`src/rtl/imem_prog_loader_if.sv`:
```
// Instruction-memory write port: valid/ready handshake carrying a byte address and a 32-bit word.
interface imem_prog_loader_if;
  logic        wr_valid;
  logic        wr_ready;
  logic [31:0] wr_addr;
  logic [31:0] wr_data;

  modport master (output wr_valid, output wr_addr, output wr_data, input  wr_ready);
  modport slave  (input  wr_valid, input  wr_addr, input  wr_data, output wr_ready);
endinterface

```
`src/rtl/imem_prog_loader.sv`:
```
// UART-framed instruction-memory loader: parses SYNC/LEN/data/CSUM frames and writes
// little-endian words to imem while holding the core off through prog_ena.
//
// state | meaning
// IDLE  | waiting for SYNC_BYTE, core released
// LEN0  | expecting length low byte
// LEN1  | expecting length high byte, range check
// DATA  | assembling a 32-bit word from 4 bytes
// WRITE | presenting word to imem, waiting for wr_ready
// CSUM  | expecting checksum byte
// DONE  | one-cycle done pulse
// ERR   | error latched, return to IDLE
module imem_prog_loader #(
  parameter int          IMEM_WORDS  = 4096,
  parameter logic [7:0]  SYNC_BYTE   = 8'hA5,
  parameter int          TIMEOUT_CYC = 1000000
) (
  input  logic                       clk,
  input  logic                       Rst_n,
  input  logic [7:0]                 rx_data,
  input  logic                       rx_valid,
  imem_prog_loader_if.master         wr,
  output logic                       prog_ena,
  output logic                       done,
  output logic                       err,
  output logic [1:0]                 err_code
);

  localparam int             TW     = $clog2(TIMEOUT_CYC + 1);
  localparam logic [TW-1:0]  T_LOAD = TW'(TIMEOUT_CYC - 1);
  localparam logic [16:0]    N_MAX  = 17'(IMEM_WORDS);

  typedef enum logic [2:0] {
    IDLE, LEN0, LEN1, DATA, WRITE, CSUM, DONE, ERR
  } state_t;

  state_t         state;
  logic [15:0]    len;
  logic [15:0]    word_idx;
  logic [1:0]     byte_idx;
  logic [7:0]     csum;
  logic [TW-1:0]  timer;

  logic           timer_tc;
  logic [15:0]    len_full;
  logic [15:0]    word_nxt;

  assign timer_tc = (timer == '0);
  assign len_full = {rx_data, len[7:0]};
  assign word_nxt = word_idx + 16'd1;

  always_ff @(posedge clk) begin
    if (!Rst_n) begin
      state       <= IDLE;
      len         <= '0;
      word_idx    <= '0;
      byte_idx    <= '0;
      csum        <= '0;
      timer       <= '0;
      prog_ena    <= 1'b0;
      done        <= 1'b0;
      err         <= 1'b0;
      err_code    <= 2'd0;
      wr.wr_valid <= 1'b0;
      wr.wr_addr  <= '0;
      wr.wr_data  <= '0;
    end else begin
      done <= 1'b0;
      case (state)
        IDLE: begin
          if (rx_valid && rx_data == SYNC_BYTE) begin
            state    <= LEN0;
            err      <= 1'b0;
            err_code <= 2'd0;
            csum     <= '0;
            word_idx <= '0;
            byte_idx <= '0;
            timer    <= T_LOAD;
            prog_ena <= 1'b1;
          end
        end
        DONE, ERR: begin
          state    <= IDLE;
          prog_ena <= 1'b0;
        end
        default: begin
          if (rx_valid) begin
            timer <= T_LOAD;
            case (state)
              LEN0: begin
                len[7:0] <= rx_data;
                state    <= LEN1;
              end
              LEN1: begin
                len <= len_full;
                if ({1'b0, len_full} > N_MAX) begin
                  state    <= ERR;
                  err      <= 1'b1;
                  err_code <= 2'd1;
                end else if (len_full == 16'd0) begin
                  state <= CSUM;
                end else begin
                  state    <= DATA;
                  byte_idx <= '0;
                end
              end
              DATA: begin
                wr.wr_data[{byte_idx, 3'b000} +: 8] <= rx_data;
                csum     <= csum + rx_data;
                byte_idx <= byte_idx + 2'd1;
                if (byte_idx == 2'd3) begin
                  state       <= WRITE;
                  wr.wr_valid <= 1'b1;
                  wr.wr_addr  <= {14'd0, word_idx, 2'b00};
                end
              end
              WRITE: begin
                // A byte arriving before the word is accepted is an overrun; the word is abandoned.
                state       <= ERR;
                err         <= 1'b1;
                err_code    <= 2'd2;
                wr.wr_valid <= 1'b0;
              end
              CSUM: begin
                if (rx_data == csum) begin
                  state <= DONE;
                  done  <= 1'b1;
                end else begin
                  state    <= ERR;
                  err      <= 1'b1;
                  err_code <= 2'd3;
                end
              end
              default: ;
            endcase
          end else if (timer_tc) begin
            state       <= ERR;
            err         <= 1'b1;
            err_code    <= 2'd2;
            wr.wr_valid <= 1'b0;
          end else begin
            timer <= timer - 1'b1;
            if (state == WRITE && wr.wr_ready) begin
              wr.wr_valid <= 1'b0;
              word_idx    <= word_nxt;
              state       <= (word_nxt == len) ? CSUM : DATA;
            end
          end
        end
      endcase
    end
  end

endmodule

```
`src/flat_wrapper.sv`:
```
// flat-port wrapper written by rule: the top's interface ports become plain ports
module imem_prog_loader_flat 
#(
  parameter int          IMEM_WORDS  = 4096,
  parameter logic [7:0]  SYNC_BYTE   = 8'hA5,
  parameter int          TIMEOUT_CYC = 1000000
)
  (clk, Rst_n, rx_data, rx_valid, prog_ena, done, err, err_code, wr_wr_valid, wr_wr_addr, wr_wr_data, wr_wr_ready);
  imem_prog_loader_if wr_i ();
  input  logic clk;
  input  logic Rst_n;
  input  logic [7:0] rx_data;
  input  logic rx_valid;
  output logic prog_ena;
  output logic done;
  output logic err;
  output logic [1:0] err_code;
  output wire logic [$bits(wr_i.wr_valid)-1:0] wr_wr_valid;
  output wire logic [$bits(wr_i.wr_addr)-1:0] wr_wr_addr;
  output wire logic [$bits(wr_i.wr_data)-1:0] wr_wr_data;
  input wire logic [$bits(wr_i.wr_ready)-1:0] wr_wr_ready;
  assign wr_wr_valid = wr_i.wr_valid;
  assign wr_wr_addr = wr_i.wr_addr;
  assign wr_wr_data = wr_i.wr_data;
  assign wr_i.wr_ready = wr_wr_ready;
  imem_prog_loader #(.IMEM_WORDS(IMEM_WORDS), .SYNC_BYTE(SYNC_BYTE), .TIMEOUT_CYC(TIMEOUT_CYC)) u_core (.clk(clk), .Rst_n(Rst_n), .rx_data(rx_data), .rx_valid(rx_valid), .wr(wr_i), .prog_ena(prog_ena), .done(done), .err(err), .err_code(err_code));
endmodule
```
`config.mk`:
```
export PLATFORM = sky130hd
export DESIGN_NAME = imem_prog_loader_flat
export DESIGN_NICKNAME = d
export VERILOG_FILES = /design/src/rtl/imem_prog_loader_if.sv /design/src/rtl/imem_prog_loader.sv /design/src/flat_wrapper.sv
export SDC_FILE = /design/constraint.sdc
export NUM_CORES = 1
export LEC_CHECK = 0
export ABC_AREA = 0
export BUFFER_PORTS_ARGS = -buffer_cell sky130_fd_sc_hd__buf_2
export CAP_MARGIN = 20
export CORE_MARGIN = 2
export CORE_UTILIZATION = 32
export CTS_BUF_LIST = sky130_fd_sc_hd__clkbuf_4 sky130_fd_sc_hd__clkbuf_8
export DETAILED_ROUTE_END_ITERATION = 16
export PLACE_DENSITY = 0.58
export SKIP_CTS_REPAIR_TIMING = 1
export SLEW_MARGIN = 20
export SYNTH_ARGS = -nofsm -noshare
export SYNTH_HDL_FRONTEND = slang
export SYNTH_SLANG_ARGS = --single-unit
```
`constraint.sdc`:
```
create_clock -name clk -period 3.7 [get_ports clk]
set_clock_uncertainty 0.05 [all_clocks]
set_input_delay 0.185 -clock clk [delete_from_list [all_inputs] [get_ports clk]]
set_output_delay 0.185 -clock clk [all_outputs]
set_load 0.01 [all_outputs]
```
# --- After elaboration in Yosys (flattened, before gate mapping) ---
# Index checks and enable logic that the tools add are counted.
# W data, S select, Z words.
word_totals:
  inputBits: 12
  regBits: 119
  word_cells: 131
op_classes:
  muxes: 52
  eq_ne: 24
  reduce_logical: 28
  bitwise_logic: 5
  shift: 2
  n_addsub: 5
  order_cmp: 1
op_table:
  columns: ["operator", "n"]
  rows:
  - ["$mux W16", 4]
  - ["$mux W20", 3]
  - ["$pmux W20 S2", 1]
  - ["$bwmux W32", 1]
  - ["$pmux W16 S2", 1]
  - ["$shift A8 B7 Y32 const A", 1]
  - ["$shiftx A8 B7 Y32", 1]
  - ["$mux W3", 8]
  - ["$mux W8", 3]
  - ["$logic_not A20 Y1", 1]
  - ["$sub A20 B1 Y20 const B", 1]
  - ["$add A16 B1 Y16 const B", 1]
  - ["$eq A16 B16 Y1", 1]
  - ["$gt A16 B13 Y1 const B", 1]
  - ["$logic_not A16 Y1", 1]
  - ["$mux W2", 8]
  - ["$pmux W8 S2", 1]
  - ["$reduce_and A4 Y1", 4]
  - ["$pmux W3 S5", 1]
  - ["$eq A3 B3 Y1 const B", 4]
  - ["$mux W1", 12]
  - ["$pmux W2 S2", 3]
  - ["$reduce_and A3 Y1", 4]
  - ["$reduce_and A6 Y1", 2]
  - ["other kinds (33)", 49]

# --- Depth between registers and ports, before layout ---
logic_depth:
  ltp_word: 7
  depth_mapped: 10

# --- Worst setup path after synthesis ---
# OpenSTA, ideal clock, no wires.
synth_path:
  kind: "reg2reg"
  from: "reg u_core.timer[0]"
  to: "reg u_core.state[1]"
  required_ps: 3517
  setup_slack_ps: 1081
  stages_incl_launch_ff: 10
  t_arrival_ps: 2437
  path_cell_list: "dfxtp_1 -> inv_1 -> ha_1 -> or4b_2 -> or4_4 -> buf_6 -> o221a_4 -> o311a_1 -> nor3b_2 -> a21oi_1"
synth_between:
  elab_chain_len: 4
  elab_cells_between_ends: 6
  classes_between: "mux: 3; reduce/logical: 3"
synth_rtl:
  columns: ["item", "line_no", "source"]
  rows:
  - ["start: declaration", "imem_prog_loader.sv:42", "logic [TW-1:0] timer;"]
  - ["start signal: assignment", "imem_prog_loader.sv:142", "timer <= timer - 1'b1;"]
  - ["$logic_not A20 Y1 *", "imem_prog_loader.sv:48", "assign timer_tc = (timer == '0);"]
  - ["$mux W3", "imem_prog_loader.sv:136", "end else if (timer_tc) begin"]
  - ["$mux W3", "imem_prog_loader.sv:87", "if (rx_valid) begin"]
  - ["$pmux W3 S2", "imem_prog_loader.sv:69", "case (state)"]
  - ["end signal: assignment", "imem_prog_loader.sv:146", "state <= (word_nxt == len) ? CSUM : DATA;"]
  - ["end: declaration", "imem_prog_loader.sv:37", "state_t state;"]
# Mark *: on every way between the ends. The rest lies on a longest branch, timed or not.
# A chain may end at the register's enable or synchronous reset.

# --- Final worst setup path ---
layout_path:
  from: "reg u_core.timer[0]"
  to: "reg u_core.timer[0]"
layout_between:
  elab_chain_len: 4
  elab_cells_between_ends: 7
  classes_between: "add/sub: 1; eq/ne: 1; mux: 3; reduce/logical: 2"
layout_rtl:
  columns: ["item", "line_no"]
  rows:
  - ["$sub A20 B1 Y20", "imem_prog_loader.sv:142"]
  - ["$mux W20", "imem_prog_loader.sv:136"]
  - ["$mux W20", "imem_prog_loader.sv:87"]
  - ["$pmux W20 S2", "imem_prog_loader.sv:69"]
# Parallel ways exist; a longest one is shown, timed or not. The select of a mux whose other input is x is not followed.

==> out/qor.csv <==
metric,value,unit
aggregate global-route resource usage,0.168,
Syn Area/Cell,7.95,um^2
Setup crit end kind,flop,
height of the die,143,um
post-synth top area cell,dfxtp_1,
Setup TNS,0,ns
Antenna Violating Nets Remaining,0,
fin crit period,2.94,ns
Wirelength per Cell,15.1,um
YS warnings,0,
Synth Flop Type,dfxtp_1,
DRT Wirelength,16.4,mm
pin count of the biggest net entering global routing,48,
maximum vdd ir drop,0.255,mV
initial antenna violation count,0,
post-synth top area share,0.386,
critical path class,flop to flop,
status,"finished, final reports clean",
grt met1 use,0.230,
H-tree levels,4,
leakage,2.55,nW
vias after detailed routing,5591,
CTS tree,built,
Mapped Cells,777,
Worst-path clk slew,0.08,ns
io pins,82,
layout cell share with drive strength beyond 1,0.151,
top cell family by delay on the critical path,simple AND/OR/NAND/NOR gates,
area of the multi-input gates,3450,um^2
relative slew slack,0.389,
Worst Max-Slew Pin Slew,0.913,ns
Initial Util,0.328,
first-pass GRT wire length,27.5,mm
Final period util,0.793,
Synth area leaders,"dfxtp_1, nand2_1, a21oi_1, xnor2_1, nand3_1",
total core area,18800,um^2
CP required,4.02,ns
placer congestion estimate,0.835,
PnR worst setup slack,0.765,ns
Post-synth EDFFs,0,
synthesized cell area,6180,um^2
crit-path max FO,14,
Unique masters post-synth,69,
clock latency on the worst-skew pair,0.45,ns
FP Rows,50,
max incr delay on CP,0.58,ns
cell-by-cell listing of the critical path,"inv_1, ha_1, or4b_2, or4_4, nor4_4, nor2_1, and3_1, nor3_1",
pre-CTS worst setup slack,0.796,ns
fin nets,845,
Fillers,1968,
CTS sink count,119,
1st-iter DRT viols,355,
PwrDens,599,nW/um^2
# DRC,0,
overall die width,143,um
setup violators final,0,
Final Util,0.372,
Via-to-Cell Ratio,5.13,
CTS max path bufs,2,
dpl hpwl,11.0,mm
RSZ-0062 raised after global routing,no,
Final Hold Viols,0,
fmax,341,MHz
CP Data Arrival Time,3.26,ns
post-route insts no fill,1089,
Placed Area,6620,um^2
ant diodes,0,
Die Area,20400,um^2
max-cap violations,0,
port bufs,65,
crit path buf inv count,1,
slowest CP cell,or4b_2,
Area Overhead vs Synth,13.4,%
DR pass1 iterations,5,
number of buffers created by CTS,17,
vias in the first global route,5345,
Slew Limit Fails,0,
Finished Cell Area,7010,um^2
Synth async-reset ratio,0,
M3 GR Usage,0.0345,
register area,2380,um^2
"FF+latch count, synth",119,
Synth top cells by count,"dfxtp_1, nand2_1, a21oi_1",
placed insts,1057,
CP startpoint kind,flop,
GRT Residual Overflow,0,
Hold WC Path Type,input port to flop,
met2 Use GR,0.258,
gr busiest metal,met2,
most frequent cell after synthesis,dfxtp_1,
sequential element share of the synthesized area,0.386,
Root Driver,clkbuf_8,
[path summary, 6_finish.rpt]
kind / cells after the start / slack, ns / start / endpoint
worst max-delay path: 8 / 0.76 / u_core.timer[0]$_SDFFE_PN0P_ / u_core.timer[0]$_SDFFE_PN0P_
worst min-delay path: 3 / 0.07 / rx_data[1] / u_core.len[9]$_SDFFE_PN0P_
worst max register to register: 8 / 0.76 / u_core.timer[0]$_SDFFE_PN0P_ / u_core.timer[0]$_SDFFE_PN0P_
worst min register to register: 2 / 0.40 / u_core.wr.wr_addr[12]$_SDFFE_PN0P_ / u_core.wr.wr_addr[12]$_SDFFE_PN0P_
[worst register-to-register path: cells and delay by family, from the launching register on]
family	cells	cell delay, ns
buffers and inverters	1	0.10
flip-flops	1	0.33
AND/OR/NAND/NOR	6	2.23
adder cells (fa/ha/maj)	1	0.15
[routing by layer]
metal / routed length, um / share of wire / vias to the layer above
met5: 0 / 0 / -
met4: 265 / 0.016 / 0
met3: 628 / 0.038 / 20
met2: 7290 / 0.44 / 124
met1: 8250 / 0.50 / 2625
li1: - / - / 2822
[power breakdown]
part,total (W),internal (W),switching (W)
registers,0.00162,0.00144,0.000180
clock network,0.00117,0.000598,0.000575
logic,0.00141,0.000545,0.000863
[cells in the final DEF, fill, tap and decap left out, drive strengths merged, types with 3 or more instances in the layout]
master      n
and3        5
nor3b       7
clkinvlp    6
clkinv      6
a21oi      86
or4        11
conb       16
and2        6
nand4       8
nand2b      7
o21ai      26
o31ai       3
nor4       17
nor2b       4
nand2     114
o211a       5
xnor2      28
clkbuf     17
a31o        3
a211oi      5
or3        18
a311oi      5
dfxtp     119
xor2        6
or2         5
o211ai      5
ha         16
buf        74
nand3b      4
inv        18
nor3       22
mux2i       9
o21a        3
nor2       51
nand3      45
a31oi      14
[area by class of cell]
cell class | instances | share of cell area
Timing Repair Buffer | 74 | 0.0561
Clock inverter | 15 | 0.0221
Sequential cell | 119 | 0.340
Multi-Input combinational cell | 587 | 0.493
Clock buffer | 17 | 0.0334
Tap cell | 260 | 0.0464
Inverter | 17 | 0.00911
[kinds of logic after synthesis]
logic type	count (synthesis)	synth area share
and+or+nand+nor	328	0.263
other	1	0.000607
muxes	9	0.0146
DFF	119	0.386
AOI/OAI and AO/OA	183	0.188
adders and majority gates	17	0.0356
xor gates and xnor gates	34	0.0482
buffers and inverters	86	0.0646
[registers in the layout, summed over array words and instances (netlist names)]
register,flops
u_core.prog_ena,1
u_core.timer,20
u_core.state,3
u_core.wr.wr_data,32
u_core.wr.wr_valid,1
u_core.err_code,2
u_core.len,16
u_core.word_idx,16
u_core.wr.wr_addr,16
u_core.done,1
u_core.err,1
u_core.byte_idx,2
u_core.csum,8
[through the flow]
stage | power [W] | hold slack, ns
after floorplan | 0.00273 | 0.271
after global placement | 0.00303 | 0.387
after detailed placement | 0.00304 | 0.391
after CTS | 0.00421 | 0.0495
after global routing | 0.00449 | 0.0649
final | 0.00420 | 0.0717
Power figures use the tool's default switching activity.
